`config.mk`:
```
export PLATFORM = sky130hd
export DESIGN_NAME = stage_if
export DESIGN_NICKNAME = d
export VERILOG_FILES = /design/src/rtl/rvx_if_pkg.sv /design/src/rtl/if_bp_predecode.sv /design/src/rtl/stage_if.sv
export SDC_FILE = /design/constraint.sdc
export NUM_CORES = 1
export LEC_CHECK = 0
export BUFFER_PORTS_ARGS = -buffer_cell sky130_fd_sc_hd__buf_2
export CELL_PAD_IN_SITES_DETAIL_PLACEMENT = 1
export CELL_PAD_IN_SITES_GLOBAL_PLACEMENT = 1
export CORE_AREA = 5 5 141 143
export DETAILED_ROUTE_END_ITERATION = 10
export DIE_AREA = 0 0 146 148
export PLACE_DENSITY_LB_ADDON = 0.1
export RECOVER_POWER = 25
export SYNTH_ARGS = -nofsm -noshare
export SYNTH_HDL_FRONTEND = slang
export SYNTH_SLANG_ARGS = --single-unit
```
`constraint.sdc`:
```
create_clock -name clk -period 2.57 [get_ports clk]
set_input_delay 0.514 -clock clk [delete_from_list [all_inputs] [get_ports clk]]
set_output_delay 0.514 -clock clk [all_outputs]
set_load 0.1 [all_outputs]
```
`src/rtl/rvx_if_pkg.sv`:
```
// Shared definitions for the instruction-fetch stage: opcodes, bubble word,
// fetch-packet layout and the fetch state encoding.
package rvx_if_pkg;

  localparam logic [6:0]  OP_JAL    = 7'b1101111;
  localparam logic [6:0]  OP_BRANCH = 7'b1100011;
  localparam logic [6:0]  OP_JALR   = 7'b1100111;

  // addi x0,x0,0 -- decoded downstream as a harmless I-type
  localparam logic [31:0] NOP_INST  = 32'h0000_0013;

  // Fetch packet: {bp, pc, instr}
  localparam int PKT_W        = 65;
  localparam int PKT_BP       = 64;
  localparam int PKT_PC_LSB   = 32;
  localparam int PKT_INST_LSB = 0;

  typedef enum logic [1:0] {
    S_IDLE,
    S_REQ,
    S_HOLD,
    S_FLUSH
  } fetch_state_e;

endpackage

```
`src/rtl/if_bp_predecode.sv`:
```
// Static branch predecode: instr + pc -> {bp, next_pc}.
// Macro STAGE_IF_BTFN_EN enables backward-taken/forward-not-taken prediction;
// without it every instruction falls through to pc+4 with bp=0.
module if_bp_predecode
  import rvx_if_pkg::*;
(
  input  logic [31:0] instr_i,
  input  logic [31:0] pc_i,
  output logic        bp_o,
  output logic [31:0] next_pc_o
);

  // Keeps lint quiet about instruction bits the fall-through build ignores.
  logic unused_instr;
  assign unused_instr = ^instr_i;

`ifdef STAGE_IF_BTFN_EN
  logic [31:0] j_imm;
  logic [31:0] b_imm;

  assign j_imm = {{12{instr_i[31]}}, instr_i[19:12], instr_i[20], instr_i[30:21], 1'b0};
  assign b_imm = {{20{instr_i[31]}}, instr_i[7], instr_i[30:25], instr_i[11:8], 1'b0};

  // JAL always taken; conditional branches taken only when the offset is negative.
  always_comb begin
    bp_o      = 1'b0;
    next_pc_o = pc_i + 32'd4;
    if (instr_i[6:0] == OP_JAL) begin
      bp_o      = 1'b1;
      next_pc_o = pc_i + j_imm;
    end else if (instr_i[6:0] == OP_BRANCH && instr_i[31]) begin
      bp_o      = 1'b1;
      next_pc_o = pc_i + b_imm;
    end
  end
`else
  assign bp_o      = 1'b0;
  assign next_pc_o = pc_i + 32'd4;
`endif

endmodule

```
`src/rtl/stage_if.sv`:
```
// Instruction-fetch stage: owns the PC, drives the req/ack imem port, buffers
// one response across a stall and emits {bp, pc, instr} packets.
// Optional macro: STAGE_IF_BTFN_EN (static prediction, see if_bp_predecode).
module stage_if
  import rvx_if_pkg::*;
#(
  parameter logic [31:0] RESET_PC = 32'h0000_0000,
  parameter logic [31:0] NOP_INST = rvx_if_pkg::NOP_INST
) (
  input  logic              clk,
  input  logic              reset,
  input  logic              kill,
  input  logic              stop,
  input  logic [31:0]       redirect_pc,
  output logic              imem_req,
  output logic [31:0]       imem_addr,
  input  logic              imem_ack,
  input  logic [31:0]       imem_rdata,
  output logic [PKT_W-1:0]  inst,
  output logic              err
);

  localparam logic [PKT_W-1:0] BUBBLE = {1'b0, 32'h0, NOP_INST};

  fetch_state_e      state_q, state_d;
  logic [31:0]       pc_q, pc_d;
  logic [31:0]       addr_q, addr_d;
  logic [31:0]       hbuf_q, hbuf_d;
  logic [PKT_W-1:0]  inst_q, inst_d;
  logic              req_q, req_d;
  logic              err_q, err_d;

  logic [31:0]       pd_instr;
  logic              pd_bp;
  logic [31:0]       pd_next;

  // The buffered word belongs to pc_q: the PC only advances when it is emitted.
  assign pd_instr = (state_q == S_HOLD) ? hbuf_q : imem_rdata;

  if_bp_predecode u_predecode (
    .instr_i   (pd_instr),
    .pc_i      (pc_q),
    .bp_o      (pd_bp),
    .next_pc_o (pd_next)
  );

  // Next-state, PC and packet selection; kill overrides stop, stop overrides ack.
  always_comb begin
    state_d = state_q;
    pc_d    = pc_q;
    inst_d  = inst_q;
    hbuf_d  = hbuf_q;
    err_d   = 1'b0;
    if (kill) begin
      pc_d   = {redirect_pc[31:2], 2'b00};
      inst_d = BUBBLE;
      hbuf_d = '0;
      err_d  = |redirect_pc[1:0];
      // An unanswered request must still be drained before the new PC is used.
      if ((state_q == S_REQ || state_q == S_FLUSH) && !imem_ack) state_d = S_FLUSH;
      else                                                        state_d = S_REQ;
    end else begin
      unique case (state_q)
        S_IDLE: state_d = S_REQ;
        S_REQ: begin
          if (imem_ack) begin
            if (stop) begin
              hbuf_d  = imem_rdata;
              state_d = S_HOLD;
            end else begin
              inst_d = {pd_bp, pc_q, imem_rdata};
              pc_d   = pd_next;
            end
          end else if (!stop) begin
            inst_d = BUBBLE;
          end
        end
        S_HOLD: begin
          if (!stop) begin
            inst_d  = {pd_bp, pc_q, hbuf_q};
            pc_d    = pd_next;
            state_d = S_REQ;
          end
        end
        S_FLUSH: if (imem_ack) state_d = S_REQ;
        default: state_d = S_IDLE;
      endcase
    end
    req_d  = (state_d == S_REQ) || (state_d == S_FLUSH);
    // While flushing the stale address stays on the bus until its ack.
    addr_d = (state_d == S_FLUSH) ? addr_q : pc_d;
  end

  // Registered state and outputs.
  always_ff @(posedge clk) begin
    if (reset) begin
      state_q <= S_IDLE;
      pc_q    <= RESET_PC;
      addr_q  <= RESET_PC;
      hbuf_q  <= '0;
      inst_q  <= BUBBLE;
      req_q   <= 1'b0;
      err_q   <= 1'b0;
    end else begin
      state_q <= state_d;
      pc_q    <= pc_d;
      addr_q  <= addr_d;
      hbuf_q  <= hbuf_d;
      inst_q  <= inst_d;
      req_q   <= req_d;
      err_q   <= err_d;
    end
  end

  assign imem_req  = req_q;
  assign imem_addr = addr_q;
  assign inst      = inst_q;
  assign err       = err_q;

endmodule

```
* After elaboration in Yosys (flattened, before gate mapping)
Index checks and enable logic that the tools add are counted.
Operators by class: add/subtract/negate cells 1, multiply operators 0, div/mod/pow operators 0, magnitude comparators 0, equal/unequal tests 7, shift operators 0, muxes and demuxes 16, bitwise operators 1, reduce and logical (&&, ||, !) cells 11
Operators by type and width (count):
- 65-bit 2-to-1 mux | 4
- 65-bit case mux with 2 select lines | 1
- 32-bit 2-to-1 mux | 3
- 32-bit case mux with 2 select lines | 1
- 32-bit by 3-bit adder with 32-bit output, second input constant | 1
- 2-bit 2-to-1 mux | 6
- 2-bit case mux with 4 select lines | 1
- 2-bit == test, second input constant | 3
- 3-bit AND reduction | 2
- 2-bit OR reduction | 3
- 2-bit by 1-bit == test with 1-bit output, second input constant | 2
- 2-bit != test, second input constant | 2
- 2-bit zero test | 1
- 1-bit logical OR | 2
- 2-bit nonzero test | 1
- 1-bit logical AND | 1
- 1-bit zero test | 1
- 1-bit NOT | 1
Storage, ports and cells: bits in registers 165, bits in latches 0, RAM bits 0, bits in read-only memories 0, input port bits 69, output and inout port bits 99, word-level logic and storage cells 43, memories 0

* Longest topological paths before layout
depth in word-level cells 7, mapped depth 10, depth with buffers taken out 7

* By module
From an unflattened synthesis, not the netlist that was laid out.
Unflattened totals: cells, all modules 805, area, all modules 6994.2 um^2
Modules (own cells, without submodules):
- stage_if | instances 1, cells an instance 720, area each 6402.4 um^2
- if_bp_predecode | instances 1, cells an instance 85, area each 591.8 um^2

* Worst setup path after synthesis
OpenSTA, ideal clock, no wires.
kind reg2reg, start register state_q[0], end register addr_q[14] (netlist: imem_addr[14]), library setup time 0.135 ns, data arrival time 2.031 ns, path slack 0.404 ns, cell stages (with the launch flop) 8, clock period less this slack 2.166 ns, cell sequence dfxtp_1 > inv_1 > ha_1 > clkbuf_1 > nand2_1 > clkbuf_1 > a2111oi_0 > o2bb2ai_1
On the way: cells in the longest elaborated chain, start to end 6, elaborated cells between the ends (all ways) 16, those cells by class 4 x eq/ne; 9 x mux; 3 x reduce/logical
Ends and longest elaborated chain:
- start: declaration | RTL line stage_if.sv:25 | fetch_state_e state_q, state_d;
- start signal: assignment | RTL line stage_if.sv:105 | state_q <= state_d;
- parallel branches: the longest is 6 deep, another holds 2-bit case mux with 4 select lines
- end signal: assignment | RTL line stage_if.sv:107 | addr_q <= addr_d;
- end: declaration | RTL line stage_if.sv:27 | logic [31:0] addr_q, addr_d;
Several ways; the timed one is not identified. A chain may end at the register's enable or synchronous reset.

* Worst setup path in the final report
start register state_q[1], end register addr_q[12] (netlist: imem_addr[12])
The elaborated chain is that of the path after synthesis.

==> results list <==
* Crit-path cells: inv_1 -> ha_1 -> buf_4 -> a21oi_1 -> buf_4 -> nor4_1 -> a311oi_1 -> o2bb2ai_1
* Critical Path End Type: flop
- Hold-fix buffer count after cts: 0
- Worst reg2reg path endpoint: imem_addr[12]
- Number of cells on the worst reg-to-reg path: 8
- In this run the power density over the cells is ~730 nW/um^2.
* Cell type with the largest total area after synthesis: sky130_fd_sc_hd__dfxtp_1
- GRT Total Usage: 0.237
- For this run, the detailed router's first-pass iteration total came to 5.
- Synth Net Count: ~930
- Outcome: complete, no violations
* Drt initial violations: approximately 450
- For this run, the leading register cell type out of synthesis is sky130_fd_sc_hd__dfxtp_1.
* Via count normalized by instance count: 5.63
- Share of synthesized flip-flops with an asynchronous set or reset: 0
- The routed design has 25.8 mm of wire.
- Clock latency on the worst-skew pair: ~440 ps
- IR analysis of the VDD net gives a maximum drop of 0.470 mV.
* Remaining number of nets flagged by the antenna check after routing: 0
* Initial Utilization: 0.391
- With fillers left out, the area of the finished cells amounts to 9070 sq um.
- For flop-to-flop paths, the worst setup slack is roughly 150 ps.
* DIE HEIGHT: about 150 um
- Routability-driven placement finished with a final weighted congestion of slightly below 0.9.
- Tightest Hold Check Type: in -> reg
* Area of the die: 21600 sq um
* Crit path top cell by count: sky130_fd_sc_hd__buf_4
* Cell area reported after detailed placement: between 8000 and 9000 sq um
* Commonest non-fill, non-tap cells in the layout: sky130_fd_sc_hd__dfxtp_1 (164), sky130_fd_sc_hd__nand2_1 (134), sky130_fd_sc_hd__buf_2 (107)
* Setup repair after global routing missed its margin: no
- Type of the setup path with the least slack: reg -> reg
- The final max-slew violation count is 0.
* Aggregate negative setup slack: 0 ps
- Most area-consuming cells after synthesis: sky130_fd_sc_hd__dfxtp_1 (45%), sky130_fd_sc_hd__nand2_1 (7.0%), sky130_fd_sc_hd__a21oi_1 (4.9%)
- Clock input transition at the sequential cells of the worst setup and hold paths: 70 ps
- Post-Syn Instances: 851
- Setup violations remaining at the end of the flow were counted as 0.
* Total I/O pin count: 168
* Growth of design area from synthesis to finish: 25.6%
- TritonCTS built the clock tree.
- STA classifies the critical path startpoint as a flop.
- Fmax: 414 MHz
- Number of antenna violations at the first check in global routing: 3
- The library cell used most frequently in the layout, excluding fill and tap cells, is sky130_fd_sc_hd__dfxtp_1.
* Clock root buffer: sky130_fd_sc_hd__clkbuf_16
* Total count of hold-check failures in the final report: 0
- The critical path contains buffers and inverters numbering 3 combined.
* Slowest cell on crit path: sky130_fd_sc_hd__a21oi_1
* Total of buffers placed on input and output ports: around 170
- Yosys warns: 0
- Relative slew slack: 0.179
- Counting instances, the worst hold path has a depth of 2.
- Core Box Area: around 18000 sq um
- Critical path arrival: roughly 2700 ps
- Largest net degree at the start of global routing: between 40 and 50
* Maximum buffer depth of the clock tree: 2
- Largest clock skew in the final design: about 20 ps
- The die is around 150 um wide.
* Seq/Total Area, Yosys: 0.455
- Startpoint of the worst register-to-register path: state_q[1]
* Total number of placement rows: 50
- Clock buffers created by TritonCTS: 17
* Post-synth top area share: 0.455
- Along the worst path, the maximum fanout reaches 6.
- STA puts the critical path data required time at 2880 ps.
- The path with the worst hold slack has its endpoint at err.
- Post-synthesis register bit count: approximately 160
- P_leak: 3.56 nW
* Transition time at the pin with the least slew margin: around 1200 ps
- Broken down by cell family, the worst path's largest delay share belongs to compound AO/OA/AOI/OAI gates.
- Slowest Stage Delay on Critical Path: 510 ps
- 0 antenna diodes ended up in the layout.
- Share of post-route cells with drive strength above 1: 0.212
- Max-cap violations in this run came to 0.
* Number of nets in the layout: roughly 1100
- Period minus WS final: 2420 ps
- Mean Syn Cell Area: 8.49 sq um
- Number of library cell types mapped by synthesis: 68
- H-tree depth: 4
- Overall via count from detail_route: just over 7000
* Overflow left after global routing: 0
- First-pass GRT wire length: roughly 41 mm
* Mapped Area: 7220 sq um
- The HPWL after detailed placement is 18.2 mm.
* Via count of the first global-routing pass: about 7500
- The worst hold path begins at redirect_pc[0].
- Number of enable flip-flop cells after synthesis: 0
* Avg WL per Cell: 20.3 um
* CTS sink count: between 150 and 200
* Number of remaining DRC errors: 0
- Dividing the final minimum period by the clock period gives 0.941.
## where the power goes
part | switching, mW | internal, mW
Clock | 1.14 | 1.56
Sequential | 0.0871 | 2.64
Combinational | 0.857 | 0.296
Total | 2.09 | 4.49
## per-stage QoR
step,std cells,utilization,worst slack (ps),total power [mW],hold slack (ps)
after CTS,1271,0.494,124,6.65,261
after global placement,1239,0.460,14.9,3.92,431
after global routing,1275,0.491,8.66,6.85,268
final,1275,0.491,152,6.58,273
after detailed placement,1239,0.460,-77.3,3.93,440
after floorplan,851,-,404,3.57,436
## cells by family (layout without fill, tap and decap cells)
logic type / Yosys count / count (layout) / synth area share
compound gates: 254 / 254 / 0.243
fa+ha+maj: 5 / 5 / 0.00866
buf+inv: 87 / 277 / 0.0501
flops: 164 / 164 / 0.455
mux: 25 / 25 / 0.0350
other cells: 1 / 1 / 0.000519
simple gates: 315 / 315 / 0.209
## worst max path at each step
stage | from | end | slack, ps | depth (start not counted)
2_1_floorplan | state_q[0] | imem_addr[14] | 400 | 7
3_3_place_gp | imem_ack | imem_addr[13] | 10 | 7
3_5_place_dp | state_q[1] | imem_addr[18] | -80 | 8
4_1_cts | state_q[1] | imem_addr[31] | 120 | 8
5_1_grt | state_q[1] | imem_addr[18] | 9 | 7
6_report | state_q[1] | imem_addr[12] | 150 | 8
## worst reg2reg max path: stages, from the launching register on
cell                        delay [ps]
sky130_fd_sc_hd__dfxtp_1           410
sky130_fd_sc_hd__inv_1              90
sky130_fd_sc_hd__ha_1              240
sky130_fd_sc_hd__buf_4             170
sky130_fd_sc_hd__a21oi_1           510
sky130_fd_sc_hd__buf_4             260
sky130_fd_sc_hd__nor4_1             50
sky130_fd_sc_hd__a311oi_1          440
sky130_fd_sc_hd__o2bb2ai_1         130
## per-layer routing
metal  track usage  share of wire
met5             0         0.0013
met4        0.0691          0.015
met1         0.293           0.43
met2         0.416           0.50
met3        0.0527          0.054
## flip-flops by register name (all words and copies together), names as in the netlist
| signal | cells |
|---|---|
| inst | 64 |
| hbuf_q | 32 |
| imem_addr | 32 |
| pc_q | 32 |
| state_q | 2 |
| err | 1 |
| imem_req | 1 |
## repair_timing
action                                 CTS  global route
endpoints found under the hold margin    0             0
pin swaps                                0             0
gates cloned                             0             0
gates resized for setup                  1             3
setup buffers                            0             4
setup endpoints to repair                6             1
## synth_stat cells, drive strengths merged, types with 3 or more instances
master     n
nand2b    13
nor3      29
o311a      4
nand4      9
a22o      26
and4       3
o21a       6
o32a       3
o41ai      4
nor2      48
or4        9
o31ai      6
or2        5
a21o      12
buf       21
a32o       4
inv       17
o22a       3
ha         5
a21oi     71
and2       7
o21ai     47
or3        7
a311oi     8
clkbuf    49
nor4       8
o22ai      6
dfxtp    164
nand2    134
o31a       4
o2bb2ai    5
a31oi      3
mux2i     23
nor2b      3
nand3     25
o211ai     7
o211a      3
and3      10
o221ai     4
a211oi    15
## cell type report
class / count / area (sq um)
clock inverter: 15 / 191
sequential: 164 / 3280
inverter: 17 / 67.6
tap: 234 / 293
multi-input combinational: 600 / 3590
fill: 2266 / 9390
clock buffer: 17 / 425
timing repair buffer: 228 / 1210
No activity file was read; power rests on OpenSTA's default activity.
